===== config.mk =====
export PLATFORM = sky130hd
export DESIGN_NAME = ps2_paddle_decoder_flat
export DESIGN_NICKNAME = d
export VERILOG_FILES = /design/src/rtl/ps2_pkg.sv /design/src/rtl/ps2_paddle_decoder_if.sv /design/src/rtl/ps2_scan_parser.sv /design/src/rtl/ps2_paddle_decoder.sv /design/src/flat_wrapper.sv
export SDC_FILE = /design/constraint.sdc
export NUM_CORES = 1
export LEC_CHECK = 0
export BUFFER_PORTS_ARGS = -buffer_cell sky130_fd_sc_hd__clkbuf_2
export CAP_MARGIN = 25
export CORE_MARGIN = 2
export CORE_UTILIZATION = 54
export CTS_BUF_LIST = sky130_fd_sc_hd__clkbuf_16
export CTS_CLUSTER_SIZE = 25
export DETAILED_ROUTE_END_ITERATION = 12
export GPL_TIMING_DRIVEN = 0
export HOLD_SLACK_MARGIN = 0.15
export MAX_ROUTING_LAYER = met4
export PLACE_DENSITY_LB_ADDON = 0.3
export SLEW_MARGIN = 20
export SYNTH_ARGS = -nofsm -noshare
export SYNTH_HDL_FRONTEND = slang
export SYNTH_HIERARCHICAL = 1
export SYNTH_SLANG_ARGS = --single-unit

===== constraint.sdc =====
create_clock -name clock -period 2.2 [get_ports clock]
set_input_delay 0.11 -clock clock [delete_from_list [all_inputs] [get_ports clock]]
set_output_delay 0.11 -clock clock [all_outputs]
set_load 0.02 [all_outputs]

===== src/rtl/ps2_pkg.sv =====
// Shared PS/2 set-2 constants, parser state encoding and default key codes.
package ps2_pkg;

    // Prefix bytes of the set-2 scan stream
    localparam logic [7:0] PS2_EXT   = 8'hE0;
    localparam logic [7:0] PS2_BREAK = 8'hF0;

    // Default key codes: W/S are plain, the arrows need the E0 prefix
    localparam logic [7:0] KEY_W     = 8'h1D;
    localparam logic [7:0] KEY_S     = 8'h1B;
    localparam logic [7:0] KEY_UP    = 8'h75;
    localparam logic [7:0] KEY_DOWN  = 8'h72;

    // Parser position inside a multi-byte make/break sequence
    typedef enum logic [1:0] {
        IDLE     = 2'd0,
        GOT_E0   = 2'd1,
        GOT_F0   = 2'd2,
        GOT_E0F0 = 2'd3
    } parser_state_t;

endpackage


===== src/rtl/ps2_paddle_decoder_if.sv =====
// Bus between the scan-byte source and the paddle decoder.
// Handshake: key_valid is a one-cycle strobe with no back-pressure; key_data
// is only meaningful in a cycle where key_valid is high. All decoder outputs
// are level/pulse signals sampled by the consumer with no acknowledge.
interface ps2_paddle_decoder_if
    import ps2_pkg::*;
#(
    parameter int NUM_PLAYERS = 2
) ();
    logic                   key_valid;
    logic [7:0]             key_data;
    logic [NUM_PLAYERS-1:0] up;
    logic [NUM_PLAYERS-1:0] down;
    logic                   cmd_event;
    logic                   unknown_code;
    parser_state_t          parser_state;   // debug view of the parser FSM

    modport master (
        output key_valid, key_data,
        input  up, down, cmd_event, unknown_code, parser_state
    );

    modport slave (
        input  key_valid, key_data,
        output up, down, cmd_event, unknown_code, parser_state
    );
endinterface


===== src/rtl/ps2_scan_parser.sv =====
// Set-2 byte parser: tracks E0/F0 prefixes and emits single-cycle make/break
// strobes with the final code and its extended flag. A prefix left dangling
// for PREFIX_TIMEOUT idle cycles is dropped back to IDLE.
module ps2_scan_parser
    import ps2_pkg::*;
#(
    parameter int PREFIX_TIMEOUT = 500_000
) (
    input  logic          clock,
    input  logic          reset,
    input  logic          key_valid,
    input  logic [7:0]    key_data,
    output logic          make_stb,
    output logic          break_stb,
    output logic          ext,
    output logic [7:0]    code,
    output parser_state_t state
);
    localparam int PW = (PREFIX_TIMEOUT > 1) ? $clog2(PREFIX_TIMEOUT) : 1;
    localparam logic [PW-1:0] P_LAST = PW'(PREFIX_TIMEOUT - 1);

    parser_state_t state_q, state_d;
    logic [PW-1:0] cnt_q, cnt_d;

    assign state = state_q;

    // State and prefix watchdog registers
    always_ff @(posedge clock) begin
        if (reset) begin
            state_q <= IDLE;
            cnt_q   <= '0;
        end else begin
            state_q <= state_d;
            cnt_q   <= cnt_d;
        end
    end

    // Next state, completion strobes and prefix watchdog
    always_comb begin
        state_d   = state_q;
        cnt_d     = cnt_q;
        make_stb  = 1'b0;
        break_stb = 1'b0;
        ext       = 1'b0;
        code      = key_data;
        if (key_valid) begin
            cnt_d = '0;
            case (state_q)
                IDLE: begin
                    if (key_data == PS2_EXT)        state_d = GOT_E0;
                    else if (key_data == PS2_BREAK) state_d = GOT_F0;
                    else                            make_stb = 1'b1;
                end
                GOT_E0: begin
                    if (key_data == PS2_BREAK)      state_d = GOT_E0F0;
                    else if (key_data != PS2_EXT) begin
                        make_stb = 1'b1;
                        ext      = 1'b1;
                        state_d  = IDLE;
                    end
                end
                GOT_F0: begin
                    // E0 after F0 is out of order but seen on real keyboards
                    if (key_data == PS2_EXT)        state_d = GOT_E0F0;
                    else if (key_data != PS2_BREAK) begin
                        break_stb = 1'b1;
                        state_d   = IDLE;
                    end
                end
                GOT_E0F0: begin
                    if (key_data != PS2_EXT && key_data != PS2_BREAK) begin
                        break_stb = 1'b1;
                        ext       = 1'b1;
                        state_d   = IDLE;
                    end
                end
                default: state_d = IDLE;
            endcase
        end else if (state_q != IDLE && PREFIX_TIMEOUT != 0) begin
            if (cnt_q == P_LAST) begin
                state_d = IDLE;
                cnt_d   = '0;
            end else begin
                cnt_d = cnt_q + PW'(1);
            end
        end else begin
            cnt_d = '0;
        end
    end

endmodule


===== src/rtl/ps2_paddle_decoder.sv =====
// Paddle decoder top: matches parser make/break events against the per-player
// key table, keeps held-key state, force-releases everything after a long idle
// stretch and produces registered up/down levels plus event pulses.
module ps2_paddle_decoder
    import ps2_pkg::*;
#(
    parameter int                       NUM_PLAYERS    = 2,
    parameter logic [8*NUM_PLAYERS-1:0] UP_CODES       = {KEY_UP, KEY_W},
    parameter logic [8*NUM_PLAYERS-1:0] DN_CODES       = {KEY_DOWN, KEY_S},
    parameter logic [NUM_PLAYERS-1:0]   UP_EXT         = 2'b10,
    parameter logic [NUM_PLAYERS-1:0]   DN_EXT         = 2'b10,
    parameter int                       HOLD_TIMEOUT   = 25_000_000,
    parameter int                       PREFIX_TIMEOUT = 500_000
) (
    input  logic                  clock,
    input  logic                  reset,
    ps2_paddle_decoder_if.slave   bus
);
    localparam int HW = (HOLD_TIMEOUT > 1) ? $clog2(HOLD_TIMEOUT) : 1;
    localparam logic [HW-1:0] H_LAST = HW'(HOLD_TIMEOUT - 1);

    logic                   make_stb, break_stb, ext;
    logic [7:0]             code;
    parser_state_t          pstate;

    logic [NUM_PLAYERS-1:0] match_up, match_dn;
    logic [NUM_PLAYERS-1:0] held_up_q, held_up_d, held_dn_q, held_dn_d;
    logic [NUM_PLAYERS-1:0] up_q, dn_q, up_last_q, dn_last_q;
    logic                   cmd_q, unk_q, unk_d, hold_fire;
    logic [HW-1:0]          hold_cnt_q, hold_cnt_d;

    ps2_scan_parser #(
        .PREFIX_TIMEOUT (PREFIX_TIMEOUT)
    ) u_parser (
        .clock     (clock),
        .reset     (reset),
        .key_valid (bus.key_valid),
        .key_data  (bus.key_data),
        .make_stb  (make_stb),
        .break_stb (break_stb),
        .ext       (ext),
        .code      (code),
        .state     (pstate)
    );

    // Key table lookup: every entry with matching code and prefix flag hits
    always_comb begin
        match_up = '0;
        match_dn = '0;
        for (int p = 0; p < NUM_PLAYERS; p++) begin
            match_up[p] = (code == UP_CODES[8*p +: 8]) && (ext == UP_EXT[p]);
            match_dn[p] = (code == DN_CODES[8*p +: 8]) && (ext == DN_EXT[p]);
        end
    end

    // Held-key update and hold watchdog
    always_comb begin
        held_up_d  = held_up_q;
        held_dn_d  = held_dn_q;
        unk_d      = 1'b0;
        hold_fire  = 1'b0;
        hold_cnt_d = hold_cnt_q;
        if (make_stb || break_stb) begin
            if ((|match_up) || (|match_dn)) begin
                for (int p = 0; p < NUM_PLAYERS; p++) begin
                    if (match_up[p]) held_up_d[p] = make_stb;
                    if (match_dn[p]) held_dn_d[p] = make_stb;
                end
            end else begin
                unk_d = 1'b1;
            end
        end
        if (HOLD_TIMEOUT != 0) begin
            if (bus.key_valid) begin
                hold_cnt_d = '0;
            end else if (hold_cnt_q == H_LAST) begin
                hold_fire  = 1'b1;
                hold_cnt_d = '0;
            end else begin
                hold_cnt_d = hold_cnt_q + HW'(1);
            end
        end
        // key_valid is low whenever the watchdog fires, so no make is lost
        if (hold_fire) begin
            held_up_d = '0;
            held_dn_d = '0;
        end
    end

    // Registered state and outputs; cmd_event lags the output change by one
    always_ff @(posedge clock) begin
        if (reset) begin
            held_up_q  <= '0;
            held_dn_q  <= '0;
            up_q       <= '0;
            dn_q       <= '0;
            up_last_q  <= '0;
            dn_last_q  <= '0;
            cmd_q      <= 1'b0;
            unk_q      <= 1'b0;
            hold_cnt_q <= '0;
        end else begin
            held_up_q  <= held_up_d;
            held_dn_q  <= held_dn_d;
            up_q       <= held_up_d & ~held_dn_d;
            dn_q       <= held_dn_d & ~held_up_d;
            up_last_q  <= up_q;
            dn_last_q  <= dn_q;
            cmd_q      <= (up_q != up_last_q) || (dn_q != dn_last_q);
            unk_q      <= unk_d;
            hold_cnt_q <= hold_cnt_d;
        end
    end

    assign bus.up           = up_q;
    assign bus.down         = dn_q;
    assign bus.cmd_event    = cmd_q;
    assign bus.unknown_code = unk_q;
    assign bus.parser_state = pstate;

endmodule


===== src/flat_wrapper.sv =====
// flat-port wrapper written by rule: the top's interface ports become plain ports
module ps2_paddle_decoder_flat import ps2_pkg::*;
#(
    parameter int                       NUM_PLAYERS    = 2,
    parameter logic [8*NUM_PLAYERS-1:0] UP_CODES       = {KEY_UP, KEY_W},
    parameter logic [8*NUM_PLAYERS-1:0] DN_CODES       = {KEY_DOWN, KEY_S},
    parameter logic [NUM_PLAYERS-1:0]   UP_EXT         = 2'b10,
    parameter logic [NUM_PLAYERS-1:0]   DN_EXT         = 2'b10,
    parameter int                       HOLD_TIMEOUT   = 25_000_000,
    parameter int                       PREFIX_TIMEOUT = 500_000
)
  (clock, reset, bus_key_valid, bus_key_data, bus_up, bus_down, bus_cmd_event, bus_unknown_code, bus_parser_state);
  ps2_paddle_decoder_if #(.NUM_PLAYERS(NUM_PLAYERS)) bus_i ();
  input  logic clock;
  input  logic reset;
  input wire logic [$bits(bus_i.key_valid)-1:0] bus_key_valid;
  input wire logic [$bits(bus_i.key_data)-1:0] bus_key_data;
  output wire logic [$bits(bus_i.up)-1:0] bus_up;
  output wire logic [$bits(bus_i.down)-1:0] bus_down;
  output wire logic [$bits(bus_i.cmd_event)-1:0] bus_cmd_event;
  output wire logic [$bits(bus_i.unknown_code)-1:0] bus_unknown_code;
  output wire logic [$bits(bus_i.parser_state)-1:0] bus_parser_state;
  assign bus_i.key_valid = bus_key_valid;
  assign bus_i.key_data = bus_key_data;
  assign bus_up = bus_i.up;
  assign bus_down = bus_i.down;
  assign bus_cmd_event = bus_i.cmd_event;
  assign bus_unknown_code = bus_i.unknown_code;
  assign bus_parser_state = bus_i.parser_state;
  ps2_paddle_decoder #(.NUM_PLAYERS(NUM_PLAYERS), .UP_CODES(UP_CODES), .DN_CODES(DN_CODES), .UP_EXT(UP_EXT), .DN_EXT(DN_EXT), .HOLD_TIMEOUT(HOLD_TIMEOUT), .PREFIX_TIMEOUT(PREFIX_TIMEOUT)) u_core (.clock(clock), .reset(reset), .bus(bus_i));
endmodule

==> metrics.yaml, run 1 <==
placed_cell_area_um2: 3120
area_growth_pct: 16.5
hpwl_mm: 4.08
tns_ns: 0
drt-wirelength-per-cell_um: 13.6
initial_utilization_pct: 56.9
drc: 0
place.gp.congestion: 0.893
power_mw: 2.37
antennaDiodeCount: 0
worstPathRequired_ns: 2.45
power_leakage_nw: 1.12
ys_warn_count: 6
die_h_um: 77.8
reg2reg_slack_ns: 0.12
htree_levels: 3
maxCapViolCount: 0
ys_types: 54
synth_top_family_by_area: "simple AND/OR/NAND/NOR gates"
die-area_um2: 6060
end_kind: "register"
slowest_stage: "or4_1"
synth_nets: 343
period_minus_slack_ns: 2.08
synth.mux.area_fraction_pct: 0.340
setup_violations: 0
worstSkewPairLatency_ns: 0.33
utilization_pct: 66.3
crit_fanout: 9
critPathLaunchType: "register"
grt_pass1_vias: 2283
antenna_left: 0
final_area_um2: 3430
nets: 374
synthCells: 330
cts_buffer_depth: 2
grt.total_usage_pct: 21.2
fin_cells: 436
cts_buffers: 9
fin_crit_sh_pct: 94.5
max_clock_freq_mhz: 481
dp.cells: 418
cpPeakStageDelay_ns: 0.61
clock-sinks: 60
slew_headroom_pct: 69.7
hold_viol: 0
dr.first_iter.drc_count: 164
path_class: "reg -> reg"
synth_xor_area_share_pct: 8.63
cts_tree: "built"
grt_antenna_before_repair: 0
fin_skew_ns: 0.00508
fp.dieW_um: 77.8
cts_root_buf: "clkbuf_16"
holdWs_ns: 0.274
io_buffers: 18
synthSimpleGateAreaFrac_pct: 32.8
vias: 2549
coreArea_um2: 5170
ys_seq_area_share_pct: 40.8
ios: 19
grt_max_degree: 13
fin_ws_ns: 0.122
grt_pass1_wl_mm: 10.1
syn_avg_cell_area_um2: 8.92
synth_edf_count: 0
grt-ovfl-total: 0
rsz0062_at_grt: "false"
tightest_slew_ns: 0.452
async_flop_share_pct: 0
synthAdderAreaFrac_pct: 0.850
synth_compound_area_share_pct: 12.1
final_layout_size_suffix_gt1_share_pct: 16.7
status: "finished clean"
worstPathArrival_ns: 2.33
ys_ff_latch: 60
viasPerCell: 5.85
maxSlewViolCount: 0
crit_chain: "and3_2 > clkbuf_1 > nand3_1 > or4_1 > a21oi_1"
row_count: 26
powerDensity_nw_per_um2: 693
wl_mm: 5.93
ys.flop_type: "dfxtp_1"
peakVddDrop_uv: 443
dp_slack_ns: -0.230
first_pass_iters: 4
clk_pin_slew_ns: 0.05
netlist_area_um2: 2940
hold_path.class: "in -> reg"
-- placed cells by master, fill, tap and decap left out, types with 3 or more instances in the layout --
cell,n
clkbuf_1,4
clkbuf_2,18
nand4_1,10
nand2_1,17
xnor2_1,21
nor2_1,38
nand4b_1,3
buf_4,10
xor2_1,8
nor4_1,4
or4_1,12
and3_1,8
and3b_1,3
nor2b_1,9
nand3_1,15
inv_1,12
nor3_1,12
clkbuf_16,9
a21oi_1,16
o21ai_0,9
dfxtp_1,58
and4_1,3
or3_1,5
nor4b_1,4
clkinv_2,4
o31ai_1,9
-- registers in the layout, summed over array words and instances (netlist names) --
name	count
u_core/held_up_q	2
u_core/hold_cnt_q	25
u_core/bus.cmd_event	1
u_core/u_parser/cnt_q	19
u_core/up_last_q	2
u_core/u_parser/state	2
u_core/bus.unknown_code	1
u_core/bus.down	2
u_core/bus.up	2
u_core/dn_last_q	2
u_core/held_dn_q	2
-- worst max-delay path: cells and delay by family, from the launching register on --
| kind | cells | cell delay (ns) |
|---|---|---|
| simple gates | 3 | 1.17 |
| flops | 1 | 0.43 |
| buf+inv | 1 | 0.24 |
| compound gates | 1 | 0.17 |
-- what timing repair did --
action                     CTS  global route
buffers inserted             1             0
gates resized for setup      1             7
hold buffers                 1             0
hold endpoints to repair     4             0
setup endpoints to repair   23            25
pin swaps                    2             2
-- cell usage after synthesis (8+ instances only) --
cell / count / area share, %
inv_1: 11 / 1.4
o31ai_1: 9 / 2.3
and3_1: 8 / 1.7
a21oi_1: 16 / 2.7
nand2_1: 18 / 2.3
o21ai_0: 9 / 1.5
or4_1: 12 / 3.1
nand4_1: 10 / 2.1
nor2_1: 38 / 4.8
nand3_1: 15 / 2.6
nor2b_1: 9 / 1.9
xnor2_1: 21 / 6.3
buf_4: 8 / 2.0
xor2_1: 8 / 2.4
dfxtp_1: 60 / 41
nor3_1: 12 / 2.0
-- logic make-up after synthesis --
kind of cell,Yosys count
xor gates and xnor gates,29
muxes,1
and+or+nand+nor,163
adders and majority gates,2
DFF,60
AOI/OAI and AO/OA,49
buffers and inverters,26
-- cell type report --
type | instances | area [µm²]
inverters | 11 | 41.3
plain buffers | 15 | 95.1
flip-flops and latches | 60 | 1200
well taps | 70 | 87.6
multi-input cells | 244 | 1630
clock buffers | 9 | 225
repair buffers | 20 | 108
clock inverters | 7 | 35.0
fillers | 412 | 1750
-- final timing paths --
| path | from | to | cells past startpoint |
|---|---|---|---|
| worst min-delay path | bus_key_valid | u_core/hold_cnt_q[17] | 4 |
| worst max register to register | u_core/hold_cnt_q[2] | u_core/hold_cnt_q[16] | 5 |
| worst min register to register | u_core/u_parser/cnt_q[0] | u_core/u_parser/cnt_q[0] | 1 |
| worst max-delay path | u_core/hold_cnt_q[2] | u_core/hold_cnt_q[16] | 5 |
-- per-layer routing --
| metal | routed length, µm | GRT usage [%] | vias to the layer above | share of wire [%] |
|---|---|---|---|---|
| li1 | - | - | 1267 | - |
| met1 | 2730 | 25.4 | 1216 | 46 |
| met2 | 2870 | 33.9 | 56 | 48 |
| met3 | 227 | 5.23 | 10 | 3.8 |
| met4 | 106 | 8.75 | 0 | 1.8 |
| met5 | 0 | - | - | 0 |
-- where the power goes --
group / internal (mW) / switching, mW
sequential: 1.09 / 0.00366
clock: 0.742 / 0.462
combinational: 0.0348 / 0.0402
No activity file was read; power rests on OpenSTA's default activity.
==> run 2, diff against run 1 <==
--- a/config.mk
+++ b/config.mk
@@ -16,6 +16,7 @@
 export HOLD_SLACK_MARGIN = 0.15
 export MAX_ROUTING_LAYER = met4
 export PLACE_DENSITY_LB_ADDON = 0.3
+export SETUP_SLACK_MARGIN = 0.4
 export SLEW_MARGIN = 20
 export SYNTH_ARGS = -nofsm -noshare
 export SYNTH_HDL_FRONTEND = slang
==> run 2 against run 1 <==
Against the previous run: final area up 9.2%; sequential share of layout area decreased by 2.4 points; global-route usage increased by 1.8 points; largest cell class unchanged; critical path depth increased by 2.
==> metrics.yaml, run 2 (synthesis gave the netlist of run 1 again) <==
wl_mm: 6.37  # +7.4%
grt_max_degree: 13  # unchanged
fin_crit_sh_pct: 84.6  # -9.9 points
cts_buffer_depth: 2  # unchanged
worstSkewPairLatency_ns: 0.33  # about the same
hold_viol: 0  # unchanged
final_layout_size_suffix_gt1_share_pct: 29.8  # +13 points
critPathLaunchType: "register"
die-area_um2: 6060  # unchanged
final_common_cell: "dfxtp_1"
endpoint: "u_core/hold_cnt_q[23]"
grt_antenna_before_repair: 0  # unchanged
seq_area_um2: 1230  # +1.9%
final_area_um2: 3740  # +9.2%
p_switching_mw: 0.508  # +0.48%
ios: 19  # unchanged
fin_skew_ns: 0.00365  # -0.00142 ns
min_path_cells: 3  # -1
die_h_um: 77.8  # unchanged
coreArea_um2: 5170  # unchanged
antennaDiodeCount: 0  # unchanged
multi_input_area_um2: 1770  # +8.4%
status: "finished clean"
tns_ns: 0  # unchanged
nets: 391  # +4.5%
rr_worst_depth: 7  # +2
period_minus_slack_ns: 1.86  # -0.217 ns
htree_levels: 3  # unchanged
viasPerCell: 5.83  # -0.28%
cts_buffers: 9  # unchanged
drc: 0  # unchanged
largest_reg_flops: 25  # unchanged
final_cell_mix: "dfxtp_1 (50), nor2_1 (29), clkbuf_2 (21), xnor2_1 (21), buf_4 (21)"
crit-reg2reg-capture: "u_core/hold_cnt_q[23]"
vias: 2641  # +3.6%
reg2reg_from: "u_core/hold_cnt_q[0]"
placed_cell_area_um2: 3190  # +2.2%
slew_headroom_pct: 75.2  # +5.4 points
place.gp.congestion: 0.855  # -4.3%
worstPathRequired_ns: 2.41  # -0.04 ns
clk_pin_slew_ns: 0.05  # about the same
reg2reg_slack_ns: 0.34  # +0.22 ns
io_buffers: 18  # unchanged
powerDensity_nw_per_um2: 636  # -8.2%
power_leakage_nw: 1.26  # +12%
tightest_slew_ns: 0.369  # -0.0831 ns
grt.total_usage_pct: 23.0  # +1.8 points
path_class: "reg -> reg"
worstPathArrival_ns: 2.07  # -0.26 ns
area_growth_pct: 27.2
drt-wirelength-per-cell_um: 14.1  # +3.4%
clock-sinks: 60  # unchanged
setup_violations: 0  # unchanged
cts_tree: "built"
holdWs_ns: 0.249  # -0.0257 ns
peakVddDrop_uv: 494  # +12%
grt_pass1_vias: 2486  # +8.9%
combPwrFrac_pct: 4.3  # +1.1 points
end_kind: "register"
startpoint: "u_core/hold_cnt_q[0]"
crit_fanout: 5  # -4
fin_ws_ns: 0.339  # +0.217 ns
grt-ovfl-total: 0  # unchanged
hold_path.class: "in -> reg"
fillers: 368  # -11%
initial_utilization_pct: 56.9  # unchanged
antenna_left: 0  # unchanged
rsz0062_at_grt: "true"
fp.dieW_um: 77.8  # unchanged
dp_slack_ns: 0.0885  # +0.319 ns
clockPowerShare_pct: 50.0  # -0.7 points
dr.first_iter.drc_count: 117  # -29%
maxSlewViolCount: 0  # unchanged
internal_power_mw: 1.87  # +0.18%
swShare_pct: 21.3  # +0.051 points
utilization_pct: 72.4  # +6.1 points
top_regs: "u_core/hold_cnt_q x25, u_core/u_parser/cnt_q x19"
grt_pass1_wl_mm: 10.8  # +7.2%
hpwl_mm: 4.10  # +0.47%
row_count: 26  # unchanged
max_clock_freq_mhz: 537  # +12%
first_pass_iters: 4  # unchanged
cts_root_buf: "clkbuf_16"
maxCapViolCount: 0  # unchanged
p_seq_share_pct: 45.8  # -0.3 points
max_flop_register: "u_core/hold_cnt_q"
run 2: cell count changes in the layout (fill, tap and decap cells not counted), sizes merged:
cell / delta
inv: +2
clkinv: -1
clkbuf: -2
buf: +19
clkinvlp: -1
run 2: routing by layer:
layer / GRT usage [%] / vias up / routed length [µm] / part of all wire [%]
met5: - / - / 0 / 0
met2: 38.4 / 50 / 3210 / 50
met4: 12.9 / 0 / 137 / 2.2
li1: - / 1311 / - / -
met1: 25.7 / 1265 / 2830 / 44
met3: 4.19 / 15 / 187 / 2.9
run 2: timing repair:
| action | CTS | global route |
|---|---|---|
| gates resized for setup | 24 | 26 |
| pin swaps | 12 | 7 |
| cloned | 2 | 0 |
| endpoints found under the hold margin | 4 | 0 |
| endpoints found under the setup margin | 34 | 43 |
| buffers inserted | 10 | 6 |
| hold buffers | 1 | 0 |
run 2: power groups by stage:
stage	Sequential, mW	Clock [mW]	Combinational, mW
after floorplan	1.12	0	0.0472
after global placement	1.12	0	0.0730
after detailed placement	1.12	0	0.0741
after CTS	1.09	1.21	0.0960
after global routing	1.09	1.26	0.110
final	1.09	1.19	0.102
run 2: area by class of cell:
| class | instances | share of cell area [%] |
|---|---|---|
| inverters | 11 | 1.10 |
| plain buffers | 15 | 2.97 |
| clock inverters | 7 | 0.769 |
| repair buffers | 37 | 6.78 |
| flip-flops and latches | 60 | 32.8 |
| clock buffers | 9 | 6.02 |
| well taps | 70 | 2.34 |
| multi-input cells | 244 | 47.3 |
run 2: worst min-delay path by stage:
stage | start | to | slack, ns
2_1_floorplan | reset | u_core/dn_last_q[0] | 0.18
6_report | bus_key_valid | u_core/u_parser/state[1] | 0.25
4_1_cts | bus_key_valid | u_core/u_parser/state[1] | 0.24
5_1_grt | bus_key_valid | u_core/u_parser/state[1] | 0.28
3_5_place_dp | u_core/hold_cnt_q[0] | u_core/hold_cnt_q[0] | 0.46
3_3_place_gp | u_core/hold_cnt_q[0] | u_core/hold_cnt_q[0] | 0.45
run 2: worst max-delay path: stages (launching register included):
cell	delay (ns)
dfxtp_4	0.35
ha_4	0.15
nand2_4	0.05
or4b_4	0.58
o31ai_4	0.28
buf_6	0.16
buf_8	0.12
a21oi_2	0.03
run 2: per-stage QoR:
stage	power [mW]	instances
after CTS	2.39	447
final	2.38	453
after global placement	1.19	418
after detailed placement	1.19	418
after global routing	2.46	453
after floorplan	1.16	330
==> run 3, diff against run 2 <==
--- a/config.mk
+++ b/config.mk
@@ -8,7 +8,7 @@
 export BUFFER_PORTS_ARGS = -buffer_cell sky130_fd_sc_hd__clkbuf_2
 export CAP_MARGIN = 25
 export CORE_MARGIN = 2
-export CORE_UTILIZATION = 54
+export CORE_UTILIZATION = 55
 export CTS_BUF_LIST = sky130_fd_sc_hd__clkbuf_16
 export CTS_CLUSTER_SIZE = 25
 export DETAILED_ROUTE_END_ITERATION = 12
==> constraint.sdc (replaced) <==
create_clock -name clock -period 2 [get_ports clock]
set_input_delay 0.1 -clock clock [delete_from_list [all_inputs] [get_ports clock]]
set_output_delay 0.1 -clock clock [all_outputs]
set_load 0.02 [all_outputs]
==> run 3 against run 2 <==
Against the previous run: via count grew 4.6%; final area is 7.0% higher; setup slack lost 0.24 ns; total power increased by 20%; cell count grew 2.6%; global-route usage increased by 1.9 points; die area fell by 1.7%; highest routed layer unchanged.
==> metrics.yaml, run 3 (synthesis gave the netlist of run 1 again) <==
status: "finished clean"
place.gp.congestion: 0.852  # -0.30%
rsz0062_at_grt: "true"
gr-usage-met2_pct: 41.0  # +2.6 points
setup_violations: 0  # unchanged
max_clock_freq_mhz: 525  # -2.3%
path_class: "reg -> reg"
cts_root_buf: "clkbuf_16"
holdWs_ns: 0.237  # -0.0112 ns
drt-wirelength-per-cell_um: 16.4  # +16%
final_common_cell: "dfxtp_1"
slew_headroom_pct: 72.6  # -2.6 points
power_leakage_nw: 1.35  # +7.4%
io_buffers: 18  # unchanged
worstSkewPairLatency_ns: 0.32  # about the same
max_flop_register: "u_core/hold_cnt_q"
cpPeakStageDelay_ns: 0.60  # +0.02 ns
area_growth_pct: 36.1
use_met3_pct: 6.94  # +2.8 points
hpwl_mm: 4.04  # -1.3%
cts_buffers: 9  # unchanged
viasPerCell: 5.94  # +1.9%
tightest_slew_ns: 0.408  # +0.0386 ns
fp.dieW_um: 77.1  # -0.87%
first_pass_iters: 4  # unchanged
antennaDiodeCount: 0  # unchanged
hold_viol: 0  # unchanged
grt_antenna_before_repair: 0  # unchanged
drc: 0  # unchanged
cts_tree: "built"
hold_path.class: "in -> reg"
fin_crit_sh_pct: 95.2  # +11 points
grt_util_met1_pct: 29.3  # +3.6 points
clock-sinks: 60  # unchanged
largest_reg_flops: 25  # unchanged
period_minus_slack_ns: 1.90  # +0.0437 ns
maxSlewViolCount: 0  # unchanged
critPathLaunchType: "register"
row_count: 26  # unchanged
peakVddDrop_uv: 556  # +12%
top_regs: "u_core/hold_cnt_q x25, u_core/u_parser/cnt_q x19"
tns_ns: 0  # unchanged
worstPathRequired_ns: 2.20  # -0.21 ns
initial_utilization_pct: 57.3  # +0.36 points
wl_mm: 7.61  # +19%
final_cell_mix: "dfxtp_1 (39), nor2_1 (34), buf_4 (30)"
utilization_pct: 77.9  # +5.5 points
coreArea_um2: 5140  # -0.63%
clk_pin_slew_ns: 0.05  # about the same
top_usage_layer: "met2"
grt-ovfl-total: 0  # unchanged
powerDensity_nw_per_um2: 715  # +13%
grt_pass1_wl_mm: 11.5  # +6.5%
grt_max_degree: 13  # unchanged
cts_buffer_depth: 2  # unchanged
htree_levels: 3  # unchanged
die-area_um2: 5950  # -1.7%
final_layout_size_suffix_gt1_share_pct: 36.2  # +6.4 points
grt_pass1_vias: 2517  # +1.2%
slowest_stage: "or4b_4"
die_h_um: 77.1  # -0.87%
ios: 19  # unchanged
end_kind: "register"
nets: 403  # +3.1%
vias: 2762  # +4.6%
fin_skew_ns: 0.00649  # +0.00283 ns
crit_chain: "ha_4 > nand2_4 > or4b_4 > o31ai_4 > buf_4 > buf_6 > nor2_1"
crit_fanout: 5  # unchanged
antenna_left: 0  # unchanged
maxCapViolCount: 0  # unchanged
worstPathArrival_ns: 2.11  # +0.04 ns
dr.first_iter.drc_count: 183  # +56%
grt.total_usage_pct: 24.9  # +1.9 points
run 3: changes by cell type in the layout (fill, tap and decap cells not counted), moves of 4 or more:
cell	delta
buf_4	+9
nor2_2	-4
buf_6	+4
nor2_1	+5
dfxtp_2	+11
dfxtp_1	-11
run 3: area by class of cell:
cell class / count / area [µm²]
inverter: 11 / 41.3
sequential: 60 / 1240
timing repair buffer: 49 / 368
clock buffer: 10 / 250
fill: 338 / 1140
tap: 70 / 87.6
clock inverter: 6 / 51.3
multi-input combinational: 244 / 1850
buffer: 15 / 119
run 3: worst paths after layout:
path,startpoint,slack [ns],cells after the start,to
setup / recovery,u_core/hold_cnt_q[0],0.1,7,u_core/hold_cnt_q[12]
hold / removal,bus_key_valid,0.24,3,u_core/u_parser/state[1]
setup reg to reg,u_core/hold_cnt_q[0],0.1,7,u_core/hold_cnt_q[12]
hold reg to reg,u_core/hold_cnt_q[22],0.49,2,u_core/hold_cnt_q[22]
run 3: power by group:
| group | internal [mW] | leakage, nW | switching, mW |
|---|---|---|---|
| registers | 1.19 | 0.496 | 0.00259 |
| logic | 0.0654 | 0.707 | 0.0606 |
| clock network | 1.02 | 0.152 | 0.520 |
| total | 2.28 | 1.35 | 0.583 |
run 3: timing repair:
item	in CTS	in global routing
resized for setup	33	37
endpoints found under the hold margin	7	0
gates cloned	2	0
setup buffers	21	7
endpoints found under the setup margin	46	55
hold buffers	1	0
pin swaps	14	14
run 3: routing by layer:
layer	up-vias	wire length, µm
li1	1342	-
met1	1328	3290
met2	78	3890
met3	14	296
met4	0	127
met5	-	0
run 3: per-stage QoR:
step	cell area (µm²)	instances	power, mW	setup slack, ns
after floorplan	3040	330	1.28	0.0300
after global placement	3220	418	1.31	-0.100
after detailed placement	3220	418	1.31	-0.135
after CTS	3800	458	2.87	0.128
after global routing	4000	465	2.95	0.0422
final	4000	465	2.86	0.0957
run 3: worst max-delay path: cells and delay by family, from the launching register on:
family,cells,cell delay [ns]
adder cells (fa/ha/maj),1,0.14
AND/OR/NAND/NOR,3,0.70
flip-flops,1,0.35
buffers and inverters,2,0.30
AO/OA/AOI/OAI,1,0.29
